$ cat config.mk
export PLATFORM = sky130hd
export DESIGN_NAME = stack_op_sequencer
export DESIGN_NICKNAME = d
export VERILOG_FILES = /design/src/rtl/stack_op_sequencer.sv
export SDC_FILE = /design/constraint.sdc
export NUM_CORES = 1
export LEC_CHECK = 0
export BUFFER_PORTS_ARGS = -buffer_cell sky130_fd_sc_hd__buf_2
export CAP_MARGIN = 20
export CORE_ASPECT_RATIO = 1.5
export CORE_UTILIZATION = 55
export DETAILED_ROUTE_END_ITERATION = 8
export PLACE_DENSITY = 0.78
export RECOVER_POWER = 25
export SLEW_MARGIN = 20
export SYNTH_ARGS = -nofsm -noshare
export SYNTH_HDL_FRONTEND = slang
export SYNTH_SLANG_ARGS = --single-unit
$ cat constraint.sdc
create_clock -name clk -period 4.4 [get_ports clk]
set_clock_uncertainty 0.1 [all_clocks]
set_input_delay 0.44 -clock clk [delete_from_list [all_inputs] [get_ports clk]]
set_output_delay 0.44 -clock clk [all_outputs]
set_load 0.01 [all_outputs]
$ cat src/rtl/stack_op_sequencer.sv
// Stack operation sequencer: accepts one stack-machine op at a time, checks
// occupancy for underflow/overflow up front, then drives the stack's
// push/pop/tos strobes step by step and reports the result with a done pulse.
module stack_op_sequencer #(
  parameter int unsigned WIDTH = 8,
  parameter int unsigned DEPTH = 7
) (
  input  logic             clk,
  input  logic             rst,
  input  logic             req_valid,
  output logic             req_ready,
  input  logic [2:0]       req_op,
  input  logic [WIDTH-1:0] req_imm,
  output logic             stk_push,
  output logic             stk_pop,
  output logic             stk_tos,
  output logic [WIDTH-1:0] stk_din,
  input  logic [WIDTH-1:0] stk_dout,
  output logic             done,
  output logic [WIDTH-1:0] res_data,
  output logic [1:0]       err,
  output logic [DEPTH:0]   depth
);

  localparam logic [2:0] OpPushi = 3'd0;
  localparam logic [2:0] OpPop   = 3'd1;
  localparam logic [2:0] OpTos   = 3'd2;
  localparam logic [2:0] OpAdd   = 3'd3;
  localparam logic [2:0] OpSub   = 3'd4;
  localparam logic [2:0] OpAnd   = 3'd5;
  localparam logic [2:0] OpNot   = 3'd6;
  localparam logic [2:0] OpDup   = 3'd7;

  localparam logic [1:0] ErrOk    = 2'b00;
  localparam logic [1:0] ErrUnder = 2'b01;
  localparam logic [1:0] ErrOver  = 2'b10;

  localparam logic [DEPTH:0] CapVal = {1'b1, {DEPTH{1'b0}}};

  typedef enum logic [2:0] {
    StIdle, StRdA, StCapA, StRdB, StCapB, StWr, StDone, StErrDone
  } state_e;

  state_e           state_q, state_d;
  logic [2:0]       op_q;
  logic [WIDTH-1:0] imm_q, a_q, b_q, res_q, result;
  logic [1:0]       err_q, err_code;
  logic [DEPTH:0]   depth_q;
  logic             accept, need1, need2, underflow, overflow;

  assign accept = (state_q == StIdle) && req_valid;
  assign depth  = depth_q;

  // Occupancy checks on the incoming op, evaluated against the current depth
  always_comb begin
    need1     = (req_op == OpPop) || (req_op == OpTos) || (req_op == OpNot) || (req_op == OpDup);
    need2     = (req_op == OpAdd) || (req_op == OpSub) || (req_op == OpAnd);
    underflow = (need1 && (depth_q == '0)) || (need2 && (depth_q < (DEPTH+1)'(2)));
    overflow  = ((req_op == OpPushi) || (req_op == OpDup)) && (depth_q == CapVal);
    // Underflow wins: DUP on an empty stack is reported as underflow
    err_code  = underflow ? ErrUnder : (overflow ? ErrOver : ErrOk);
  end

  // Value pushed in WR, derived from the latched op and captured operands
  always_comb begin
    result = '0;
    unique case (op_q)
      OpPushi: result = imm_q;
      OpAdd:   result = b_q + a_q;
      OpSub:   result = b_q - a_q;
      OpAnd:   result = b_q & a_q;
      OpNot:   result = ~a_q;
      OpDup:   result = a_q;
      OpPop:   result = a_q;
      OpTos:   result = a_q;
    endcase
  end

  // State register
  always_ff @(posedge clk or posedge rst) begin
    if (rst) begin
      state_q <= StIdle;
    end else begin
      state_q <= state_d;
    end
  end

  // Next-state sequencing per op class
  always_comb begin
    state_d = state_q;
    unique case (state_q)
      StIdle: begin
        if (accept) begin
          if (err_code != ErrOk)     state_d = StErrDone;
          else if (req_op == OpPushi) state_d = StWr;
          else                        state_d = StRdA;
        end
      end
      StRdA:  state_d = StCapA;
      StCapA: begin
        if ((op_q == OpPop) || (op_q == OpTos))      state_d = StDone;
        else if ((op_q == OpNot) || (op_q == OpDup)) state_d = StWr;
        else                                         state_d = StRdB;
      end
      StRdB:     state_d = StCapB;
      StCapB:    state_d = StWr;
      StWr:      state_d = StDone;
      StDone:    state_d = StIdle;
      StErrDone: state_d = StIdle;
    endcase
  end

  // Outputs decoded from state; strobes are mutually exclusive by construction
  always_comb begin
    req_ready = 1'b0;
    stk_push  = 1'b0;
    stk_pop   = 1'b0;
    stk_tos   = 1'b0;
    stk_din   = '0;
    done      = 1'b0;
    res_data  = '0;
    err       = ErrOk;
    unique case (state_q)
      StIdle: req_ready = 1'b1;
      StRdA: begin
        if ((op_q == OpTos) || (op_q == OpDup)) stk_tos = 1'b1;
        else                                    stk_pop = 1'b1;
      end
      StRdB: stk_pop = 1'b1;
      StWr: begin
        stk_push = 1'b1;
        stk_din  = result;
      end
      StDone: begin
        done     = 1'b1;
        res_data = res_q;
      end
      StErrDone: begin
        done = 1'b1;
        err  = err_q;
      end
      default: ;
    endcase
  end

  // Datapath: latch request, capture operands, track occupancy
  always_ff @(posedge clk or posedge rst) begin
    if (rst) begin
      op_q    <= OpPushi;
      imm_q   <= '0;
      a_q     <= '0;
      b_q     <= '0;
      res_q   <= '0;
      err_q   <= ErrOk;
      depth_q <= '0;
    end else begin
      if (accept) begin
        op_q  <= req_op;
        imm_q <= req_imm;
        err_q <= err_code;
      end
      if (state_q == StCapA) begin
        a_q   <= stk_dout;
        res_q <= stk_dout;
      end
      if (state_q == StCapB) b_q <= stk_dout;
      if (state_q == StWr) res_q <= result;
      if (stk_push)      depth_q <= depth_q + 1'b1;
      else if (stk_pop)  depth_q <= depth_q - 1'b1;
    end
  end

endmodule
Yosys cells after proc, flatten, opt, wreduce, memory -nomap -nowiden
Cells that the tools add are included.
{ "op_classes": {"add_sub_neg": 4, "multipliers": 0, "n_div": 0, "order_cmp": 1, "eq_ne": 23, "shift": 0, "mux": 23, "bitwise": 2, "n_reduce_logical": 23} }
{ "op_table": {"columns": ["operator", "n"], "rows": [
  ["2-to-1 mux 8 bit", 6],
  ["case mux 8 bit (6 select lines)", 1],
  ["equality test 3 bit (second input constant)", 12],
  ["case mux 3 bit (7 select lines)", 1],
  ["equality test 3 x 2 -> 1 bit (second input constant)", 6],
  ["2-to-1 mux 3 bit", 5],
  ["logical OR 1 bit", 10],
  ["equality test 3 x 1 -> 1 bit (second input constant)", 3],
  ["zero test 3 bit", 3],
  ["adder 8 x 1 -> 8 bit (second input constant)", 1],
  ["adder 8 bit", 1],
  ["AND 8 bit", 1],
  ["equality test 8 bit (second input constant)", 1],
  ["zero test 8 bit", 1],
  ["< comparator 8 x 2 -> 1 bit (second input constant)", 1],
  ["inverter 8 bit", 1],
  ["subtractor 8 x 1 -> 8 bit (second input constant)", 1],
  ["subtractor 8 bit", 1],
  ["2-to-1 mux 1 bit", 6],
  ["2-to-1 mux 2 bit", 3],
  ["nonzero test 2 bit", 3],
  ["logical AND 1 bit", 4],
  ["OR reduction 3 bit", 1],
  ["inequality test 2 bit (second input constant)", 1],
  ["other kinds (2)", 2]
]} }
{ "totals": {"regBits": 48, "latch_bits": 0, "ramBits": 0, "romBits": 0, "output_inout_bits": 31, "wordCells": 84, "n_memories": 0} }

Longest topological paths before layout
Gate-level depths: netlist of the first run.
{ "depth": {"word_depth": 11, "mapped_depth": 11} }

Worst setup path after synthesis of the first run
No wires, ideal clock.
{ "synth_path": {"kind": "register -> output", "from": "register op_q[1]", "to": "output port stk_din[7]", "arrival_time_ns": 2.489, "required_time_ns": 3.860, "path_slack_ns": 1.371, "stages_incl_launch_ff": 12, "path_buffers": 1, "cell_sequence": "dfrtp_1 > buf_2 > nor3b_4 > mux2_2 > inv_1 > ha_1 > nor2b_1 > o31a_1 > o21ai_0 > xnor2_1 > a21oi_1 > nor2_1"} }
{ "synth_between": {"elab_chain_len": 4, "word_cells_on_any_way": 11, "classes_between": "eq/ne: 7; mux: 2; reduce/logical: 2"} }
{ "synth_lines": {"columns": ["item", "line_no", "text"], "rows": [
  ["from (decl)", "45", "logic [2:0] op_q;"],
  ["from (signal assigned)", "149", "op_q <= OpPushi;"],
  ["from (signal assigned)", "158", "op_q <= req_op;"],
  ["equality test 3 x 1 -> 1 bit, or another cell as far along", "67", "unique case (op_q)"],
  ["OR reduction 3 bit (no source line)", null, null],
  ["case mux 8 bit (6 select lines) *", "67", null],
  ["2-to-1 mux 8 bit *", "123", "unique case (state_q)"],
  ["to (decl)", "17", "output logic [WIDTH-1:0] stk_din,"]
]} }
Mark *: on every way between the ends. The rest lies on a longest branch, timed or not.

Worst setup path after layout of the first run
{ "layout_path": {"from": "register op_q[1]", "to": "output port stk_din[5]"} }
The elaborated chain is that of the path after synthesis.

==> results of run 1 <==
[per-stage QoR]
| stage | area, µm² | hold slack, ns | std cells | setup slack, ns |
|---|---|---|---|---|
| 2_1_floorplan | 3230 | 0.342 | 345 | 1.37 |
| 3_3_place_gp | 3510 | 0.371 | 451 | 1.23 |
| 3_5_place_dp | 3510 | 0.370 | 451 | 1.18 |
| 4_1_cts | 3610 | 0.256 | 459 | 0.824 |
| 5_1_grt | 3610 | 0.255 | 459 | 0.671 |
| 6_report | 3610 | 0.259 | 459 | 0.823 |
[cells in the mapped netlist (2+ instances only)]
master | count | area [µm²]
o21ai_0 | 33 | 165
o221a_2 | 2 | 22.5
dfrtp_1 | 48 | 1200
o221ai_1 | 2 | 17.5
o2111ai_1 | 2 | 17.5
a211oi_1 | 2 | 15.0
and3_1 | 11 | 68.8
o21a_1 | 4 | 30.0
or3_1 | 3 | 18.8
mux2_2 | 25 | 282
nand3_1 | 2 | 10.0
xor2_1 | 5 | 43.8
nor2b_1 | 6 | 37.5
inv_1 | 12 | 45.0
mux2i_1 | 4 | 40.0
a31oi_1 | 3 | 18.8
a221oi_1 | 4 | 35.0
nand2b_1 | 7 | 43.8
o211ai_1 | 2 | 15.0
clkbuf_1 | 8 | 30.0
a22oi_1 | 3 | 22.5
nand2_1 | 26 | 97.6
a221o_1 | 7 | 70.1
fa_1 | 2 | 40.0
nor4_1 | 3 | 18.8
o31a_1 | 2 | 17.5
o22ai_1 | 2 | 12.5
nand3_2 | 2 | 20.0
buf_2 | 9 | 45.0
nor3_1 | 6 | 30.0
nor2_1 | 30 | 113
xnor2_1 | 14 | 123
a21oi_1 | 19 | 95.1
ha_1 | 15 | 188
[logic make-up after synthesis]
family	share of synthesized area, %
flip-flops	37.2
adder cells (fa/ha/maj)	7.05
XOR/XNOR	5.16
AO/OA/AOI/OAI	20.4
buffers and inverters	4.34
AND/OR/NAND/NOR	15.9
multiplexers	9.96
[flip-flops by register name, indices dropped and copies added (netlist names)]
| name | count |
|---|---|
| op_q | 3 |
| depth | 8 |
| state_q | 3 |
| a_q | 8 |
| b_q | 8 |
| imm_q | 8 |
| err_q | 2 |
| res_q | 8 |
[layer usage]
| layer | share of wire (%) | up-vias |
|---|---|---|
| met2 | 53 | 98 |
| met4 | 3.2 | 0 |
| li1 | - | 1343 |
| met1 | 40 | 1396 |
| met3 | 3.9 | 25 |
| met5 | 0 | - |
[power by group]
group / internal [mW] / leakage (nW) / total (mW) / switching (mW)
Combinational: 0.979 / 1.04 / 2.20 / 1.22
Clock: 0.129 / 0.0516 / 0.289 / 0.160
Sequential: 0.665 / 0.581 / 0.915 / 0.250
Total: 1.77 / 1.67 / 3.40 / 1.63
[cells in the final DEF, fill, tap and decap left out, types with 7 or more instances in the layout]
cell type  instances
a21oi_1           19
a221o_1            7
and3_1            11
buf_2             52
dfrtp_1           48
ha_1              15
inv_1             11
mux2_2            25
nand2_1           26
nand2b_1           7
nor2_1            30
o21ai_0           33
xnor2_1           14
[area by class of cell]
cell class                      count  area, µm²  area share (%)
Clock buffer                        6       82.6            2.29
Clock inverter                      2       13.8           0.381
Timing Repair Buffer               56        290            8.04
Multi-Input combinational cell    264       1890            52.2
Inverter                           13       50.0            1.39
Sequential cell                    48       1200            33.3
Tap cell                           70       87.6            2.42
[worst paths after layout]
kind | endpoint | start | cells past startpoint | slack [ns]
max in group asynchronous | b_q[1] | rst | 2 | 2.68
worst max-delay path | stk_din[5] | op_q[1] | 11 | 0.82
worst min-delay path | imm_q[3] | req_imm[3] | 2 | 0.26
worst max register to register | depth[7] | state_q[0] | 10 | 1.41
worst min register to register | err_q[0] | err_q[0] | 2 | 0.38
min in group asynchronous | depth[0] | rst | 2 | 0.57
[worst max-delay path, cell delays in order, from the launching register on]
cell,delay (ns)
dfrtp_1,0.41
nor3b_4,0.38
mux2_2,0.41
inv_1,0.07
ha_1,0.22
nor2b_1,0.15
o31a_1,0.29
o21ai_0,0.22
a2111oi_0,0.14
a31oi_1,0.23
nand2_1,0.07
buf_2,0.14
==> flow_summary.toml, run 1 <==
[synthesis]
postSynthAreaPerCell_um2 = 9.36
synthArstFlopShare_pct = 100
synthFlopType = "dfrtp_1"
netlist_instances = 345
ys_seq_area_share_pct = 37.2
synth_edf_count = 0
yosys_warnings = 0
synth_seq_cells = 48
synth_area_um2 = 3230
ys_types = 54
syn-num-nets = 384

[grt]
grt.met1_usage_pct = 33.6
grt_max_degree = 49
grt_pass1_wl_mm = 13.6
busiest_layer = "met2"
grt_use_met3_pct = 4.03
grt-ovfl-total = 0
grt_pass1_vias = 2855
grt.total_usage_pct = 29.0
grtUsageMet2_pct = 52.1
antenna_found_initial = 0

[floorplanning]
fp.dieH_um = 95.8
dieArea_um2 = 6190
ios = 53
core-area_um2 = 5570
rows = 33
dieWidth_um = 64.6
initial_utilization_pct = 57.9

[placed_design]
gp_congestion = 0.988
numPortBuffers = 52
post-dp-hpwl_mm = 5.99

[pwr]
vdd_drop_max_mv = 0.582
p_leak_nw = 1.67
p_per_area_nw_per_um2 = 942
finalPower_mw = 3.40

[routing]
drt.antenna.violating_nets = 0
remaining_drc_errors = 0
avgViaCountPerCell = 6.24
firstDrtPassIters = 5
drtIter0Drc = 227
wl_mm = 8.35
num_vias = 2862
wire_per_inst_um = 18.2

[sta]
max_freq_ghz = 0.280
rsz0062_at_grt = "no"
slew_violations = 49
post-route-min-period_ns = 3.58
fin_crit_sh_pct = 81.3
finalHoldViolations = 0
setup_violations = 0
slew_headroom_pct = -40.8
finalSetupTns_ns = 0
worstMarginPinSlew_ns = 2.10

[clocking]
h-tree-depth = 2
postCtsHoldBufs = 0
tritoncts = "yes"
cts.sinks = 48
clk_pin_slew_worst_paths_ns = 0.09
clock_insertion_delay_worst_skew_ns = 0.31
cts_setup_buffers = 0
cts_buffers = 5
postCtsResizedCells = 0
cts_root_buf = "clkbuf_8"
clk_path_buf_depth = 2

[setup_path]
cp-end-kind = "primary output"
crit_arrival_ns = 3.04
startpoint_type = "flop"
critical_path_class = "flop to primary output"
crit_fanout = 9
cp.required_ns = 3.86

[min_path]
worst_hold_path_type = "input pin to flop"

[layout]
drive_gt1_share_pct = 25.4
nFillCells = 489
fin_nets = 427
final_util_pct = 64.8
n_antenna_cell = 0
area_growth_pct = 11.9

[outcome]
violations = "max-capacitance violations, max-slew violations"
status = "complete, but fails checks"

[job]
drv_cap = 1
No activity file was read; power rests on OpenSTA's default activity.
==> inputs of run 2 (changes only) <==
- clock period: 4.4 -> 3.6 ns (I/O delays scaled with it)
==> flow_summary.toml, run 2 (same netlist as run 1, synthesis figures left out) <==
[outcome]
status = "complete, but fails checks"
violations = "max-capacitance violations, max-slew violations"

[clocking]
cts_buffers = 5
tritoncts = "yes"
postCtsHoldBufs = 0
h-tree-depth = 2
cts.sinks = 48
clk_pin_slew_worst_paths_ns = 0.09
cts_root_buf = "clkbuf_8"
clk_path_buf_depth = 2
clock_insertion_delay_worst_skew_ns = 0.31

[setup_path]
reg2reg_to = "res_q[5]"
slowest_stage = "dfrtp_1"
critical_path_class = "flop to primary output"
startpoint_type = "flop"
cp.required_ns = 3.14
reg2reg_depth = 10
path_delay_family = "compound AO/OA/AOI/OAI gates"
timing.critical_path.buf_inv = 2
crit_fanout = 8
path_cells = "nor3b_4 > mux2_2 > inv_1 > ha_1 > nor2b_1 > o31a_1 > o21ai_1 > a2111oi_1 > a31oi_1 > nand2_1 > buf_2"
crit_path_max_incr_delay_ns = 0.43
reg2reg_slack_ns = 0.75
cp-end-kind = "primary output"
r2r-start = "op_q[1]"
crit_arrival_ns = 3.04

[pwr]
p_leak_nw = 1.69
p_comb_share_pct = 65.7
p_switching_mw = 2.01
p_per_area_nw_per_um2 = 1150
vdd_drop_max_mv = 0.700
swShare_pct = 48.0
finalPower_mw = 4.19
p_int_mw = 2.18
clkPwrFrac_pct = 7.7
seqPwrFrac_pct = 26.6

[sta]
post-route-min-period_ns = 3.50
setup_violations = 0
slew_headroom_pct = -42.5
finalSetupTns_ns = 0
max_freq_ghz = 0.285
worstMarginPinSlew_ns = 2.13
slew_violations = 49
finalHoldViolations = 0
hold_slack_ns = 0.179
worst_slack_ns = 0.0960
fin_crit_sh_pct = 97.3

[placed_design]
dp_slack_ns = 0.480
placed_area_um2 = 3540
numPortBuffers = 52
gp_congestion = 0.974
post-dp-hpwl_mm = 6.04
placedCellCount = 454

[grt]
busiest_layer = "met2"
grt_use_met3_pct = 4.50
grt-ovfl-total = 0
grt.met1_usage_pct = 34.3
grt_pass1_wl_mm = 13.8
antenna_found_initial = 0
grtUsageMet2_pct = 52.0
grt_max_degree = 49
grt_pass1_vias = 2872
grt.total_usage_pct = 29.9

[routing]
wl_mm = 8.52
wire_per_inst_um = 18.4
remaining_drc_errors = 0
num_vias = 2872
avgViaCountPerCell = 6.20
firstDrtPassIters = 4
drt.antenna.violating_nets = 0
drtIter0Drc = 221

[job]
drv_cap = 1

[layout]
drive_gt1_share_pct = 26.7
nFillCells = 508
finalNonFillerCells = 463
area_growth_pct = 12.9
final_util_pct = 65.4
fin_nets = 432
n_antenna_cell = 0
layout_commonest_cell = "buf_2"
final_cell_mix = "52 x buf_2, 47 x dfrtp_1, 32 x o21ai_0"
final_area_um2 = 3640

[min_path]
hold_depth = 2
worst_hold_path_type = "input pin to flop"
holdCritStartpoint = "req_imm[0]"
hold_end = "imm_q[0]"

[floorplanning]
dieArea_um2 = 6190
rows = 33
core-area_um2 = 5570
dieWidth_um = 64.6
ios = 53
fp.dieH_um = 95.8
initial_utilization_pct = 57.9
## run 2: worst register-to-register path: stages (launching register included)
cell	delay, ns
dfrtp_1	0.43
nor3b_4	0.35
mux2_2	0.41
inv_1	0.07
ha_1	0.22
nor2b_1	0.15
o31a_1	0.27
o21ai_1	0.19
a2111oi_1	0.13
a31oi_1	0.29
nand3_1	0.12
## run 2: layout make-up
type	instances	area, µm²	area share, %
Multi-Input combinational cell	264	1890	52.0
Sequential cell	48	1200	33.0
Timing Repair Buffer	61	328	9.00
Tap cell	70	87.6	2.40
Clock buffer	5	68.8	1.89
Inverter	13	50.0	1.37
Clock inverter	2	12.5	0.343
## run 2: how the worst max path moves through the flow
stage / from / end / depth (start not counted)
6_report: op_q[1] / stk_din[5] / 11
3_5_place_dp: op_q[1] / stk_din[5] / 11
5_1_grt: a_q[0] / stk_din[5] / 12
2_1_floorplan: op_q[1] / stk_din[7] / 11
3_3_place_gp: op_q[1] / stk_din[5] / 11
4_1_cts: op_q[1] / stk_din[5] / 11
## run 2: per-layer routing
metal | share of wire, % | vias to the layer above
met4 | 4.8 | 0
met5 | 0 | -
li1 | - | 1353
met2 | 50 | 102
met3 | 5.3 | 26
met1 | 40 | 1391
## run 2: power by group through the flow
stage	sequential (mW)	clock (mW)	combinational, mW
2_1_floorplan	1.01	0	2.11
3_3_place_gp	1.10	0	2.60
3_5_place_dp	1.11	0	2.67
4_1_cts	1.10	0.326	2.70
5_1_grt	1.15	0.343	3.03
6_report	1.12	0.322	2.75
## run 2: what timing repair did
item	CTS	global route
buffers inserted	0	2
endpoints found under the setup margin	0	2
resized for setup	0	4
==> inputs of run 3 (changes only) <==
==> constraint.sdc (replaced) <==
create_clock -name clk -period 3.6 [get_ports clk]
set_clock_uncertainty 0.1 [all_clocks]
set_input_delay 0.36 -clock clk [delete_from_list [all_inputs] [get_ports clk]]
set_output_delay 0.36 -clock clk [all_outputs]
set_load 0.05 [all_outputs]
==> flow_summary.toml, run 3 (same netlist as run 1, synthesis figures left out) <==
[outcome]
status = "complete, but fails checks"
violations = "max-capacitance violations, max-slew violations"

[grt]
grt_max_degree = 49
antenna_found_initial = 0
grt_pass1_wl_mm = 13.7
grt_pass1_vias = 2872
grt.total_usage_pct = 29.5
grt-ovfl-total = 0

[sta]
slew_headroom_pct = -43.2
finalHoldViolations = 0
rsz0062_at_grt = "yes"
worstMarginPinSlew_ns = 2.14
post-route-min-period_ns = 3.57
slew_violations = 49
max_freq_ghz = 0.280
setup_violations = 0
fin_crit_sh_pct = 99.1
hold_slack_ns = 0.171

[setup_path]
path_delay_family = "compound AO/OA/AOI/OAI gates"
r2r-start = "state_q[0]"
crit_arrival_ns = 3.11
slowest_stage = "dfrtp_1"
reg2reg_depth = 10
timing.critical_path.buf_inv = 2
reg2reg_slack_ns = 0.63
cp.required_ns = 3.14
crit_fanout = 8
critical_path_class = "flop to primary output"
startpoint_type = "flop"
reg2reg_to = "depth[7]"
cp-end-kind = "primary output"
path_cells = "nor3b_4 > buf_4 > nor2_1 > xnor2_1 > ha_1 > nor2b_1 > o31a_1 > a211oi_1 > o221a_2 > buf_2"
crit_path_max_incr_delay_ns = 0.42

[clocking]
clk_path_buf_depth = 2
cts_setup_buffers = 0
cts_buffers = 5
cts.sinks = 48
cts_root_buf = "clkbuf_8"
clk_pin_slew_worst_paths_ns = 0.09
clock_insertion_delay_worst_skew_ns = 0.31
h-tree-depth = 2
tritoncts = "yes"

[floorplanning]
dieArea_um2 = 6190
ios = 53
dieWidth_um = 64.6
rows = 33
core-area_um2 = 5570
fp.dieH_um = 95.8
initial_utilization_pct = 57.9

[placed_design]
post-dp-hpwl_mm = 6.13
numPortBuffers = 52
gp_congestion = 0.946

[job]
drv_cap = 1

[min_path]
hold_depth = 2
worst_hold_path_type = "input pin to flop"
holdCritStartpoint = "req_imm[4]"
hold_end = "imm_q[4]"

[layout]
area_growth_pct = 14.7
nFillCells = 472
fin_nets = 431
final_cell_mix = "50 x buf_2, 47 x dfrtp_1, 32 x o21ai_0"
n_antenna_cell = 0
drive_gt1_share_pct = 27.0
layout_commonest_cell = "buf_2"

[routing]
avgViaCountPerCell = 6.18
wire_per_inst_um = 18.4
drt.antenna.violating_nets = 0
num_vias = 2863
drtIter0Drc = 205
wl_mm = 8.53
firstDrtPassIters = 4
remaining_drc_errors = 0
## run 3: changes by cell type in the layout (fill, tap and decap cells not counted)
cell,change
bufinv_16,+2
buf_2,-2
buf_4,-1
a2111oi_2,+1
clkinv_2,-1
clkbuf_4,+2
a2111oi_1,-1
clkinvlp_4,-1
inv_6,+1
## run 3: worst max path at each step
stage,start,to,slack [ns],cells after the start
finish,op_q[1],stk_din[4],0.03,10
global route,a_q[1],stk_din[5],-0.03,12
CTS,a_q[0],stk_din[6],0.08,11
detailed placement,a_q[0],stk_din[5],0.43,12
global placement,a_q[0],stk_din[4],0.52,9
floorplan,op_q[1],stk_din[7],0.16,11
## run 3: repair_timing
item | CTS | global route
endpoints found under the setup margin | 1 | 6
hold buffers | 0 | 0
gates resized for setup | 3 | 4
pin swaps | 0 | 1
## run 3: area by class of cell
cell class / instances / area [µm²] / area share (%)
multi-input combinational: 264 / 1900 / 51.3
clock buffer: 5 / 68.8 / 1.86
clock inverter: 3 / 68.8 / 1.86
inverter: 13 / 50.0 / 1.35
timing repair buffer: 60 / 325 / 8.79
sequential: 48 / 1200 / 32.5
tap: 70 / 87.6 / 2.37
## run 3: worst register-to-register path, stage by stage (launching register included)
cell,delay [ns]
dfrtp_1,0.51
inv_2,0.20
nor2_1,0.18
nand2_1,0.29
ha_1,0.46
a21oi_1,0.18
nor2_1,0.07
a311oi_1,0.39
a21oi_1,0.14
mux2i_1,0.22
xnor2_1,0.14
## run 3: stage by stage
step	worst slack, ns	setup TNS (ns)	cells	utilization, %	instance area, µm²
2_1_floorplan	0.164	0	345	-	3230
3_3_place_gp	0.516	0	455	63.6	3540
3_5_place_dp	0.432	0	455	63.6	3540
4_1_cts	0.0845	0	463	66.2	3690
5_1_grt	-0.0348	-0.0661	463	66.4	3700
6_report	0.0318	0	463	66.4	3700
## run 3: layer usage
layer / global-route usage, % / part of all wire [%]
met5: 0 / 0
met4: 19.3 / 5.0
met3: 5.81 / 5.7
met2: 49.6 / 50
met1: 33.8 / 39
Power of run 3 is not shown: default switching activity piles up to over one toggle a cycle in this logic, so the estimate is an artifact.
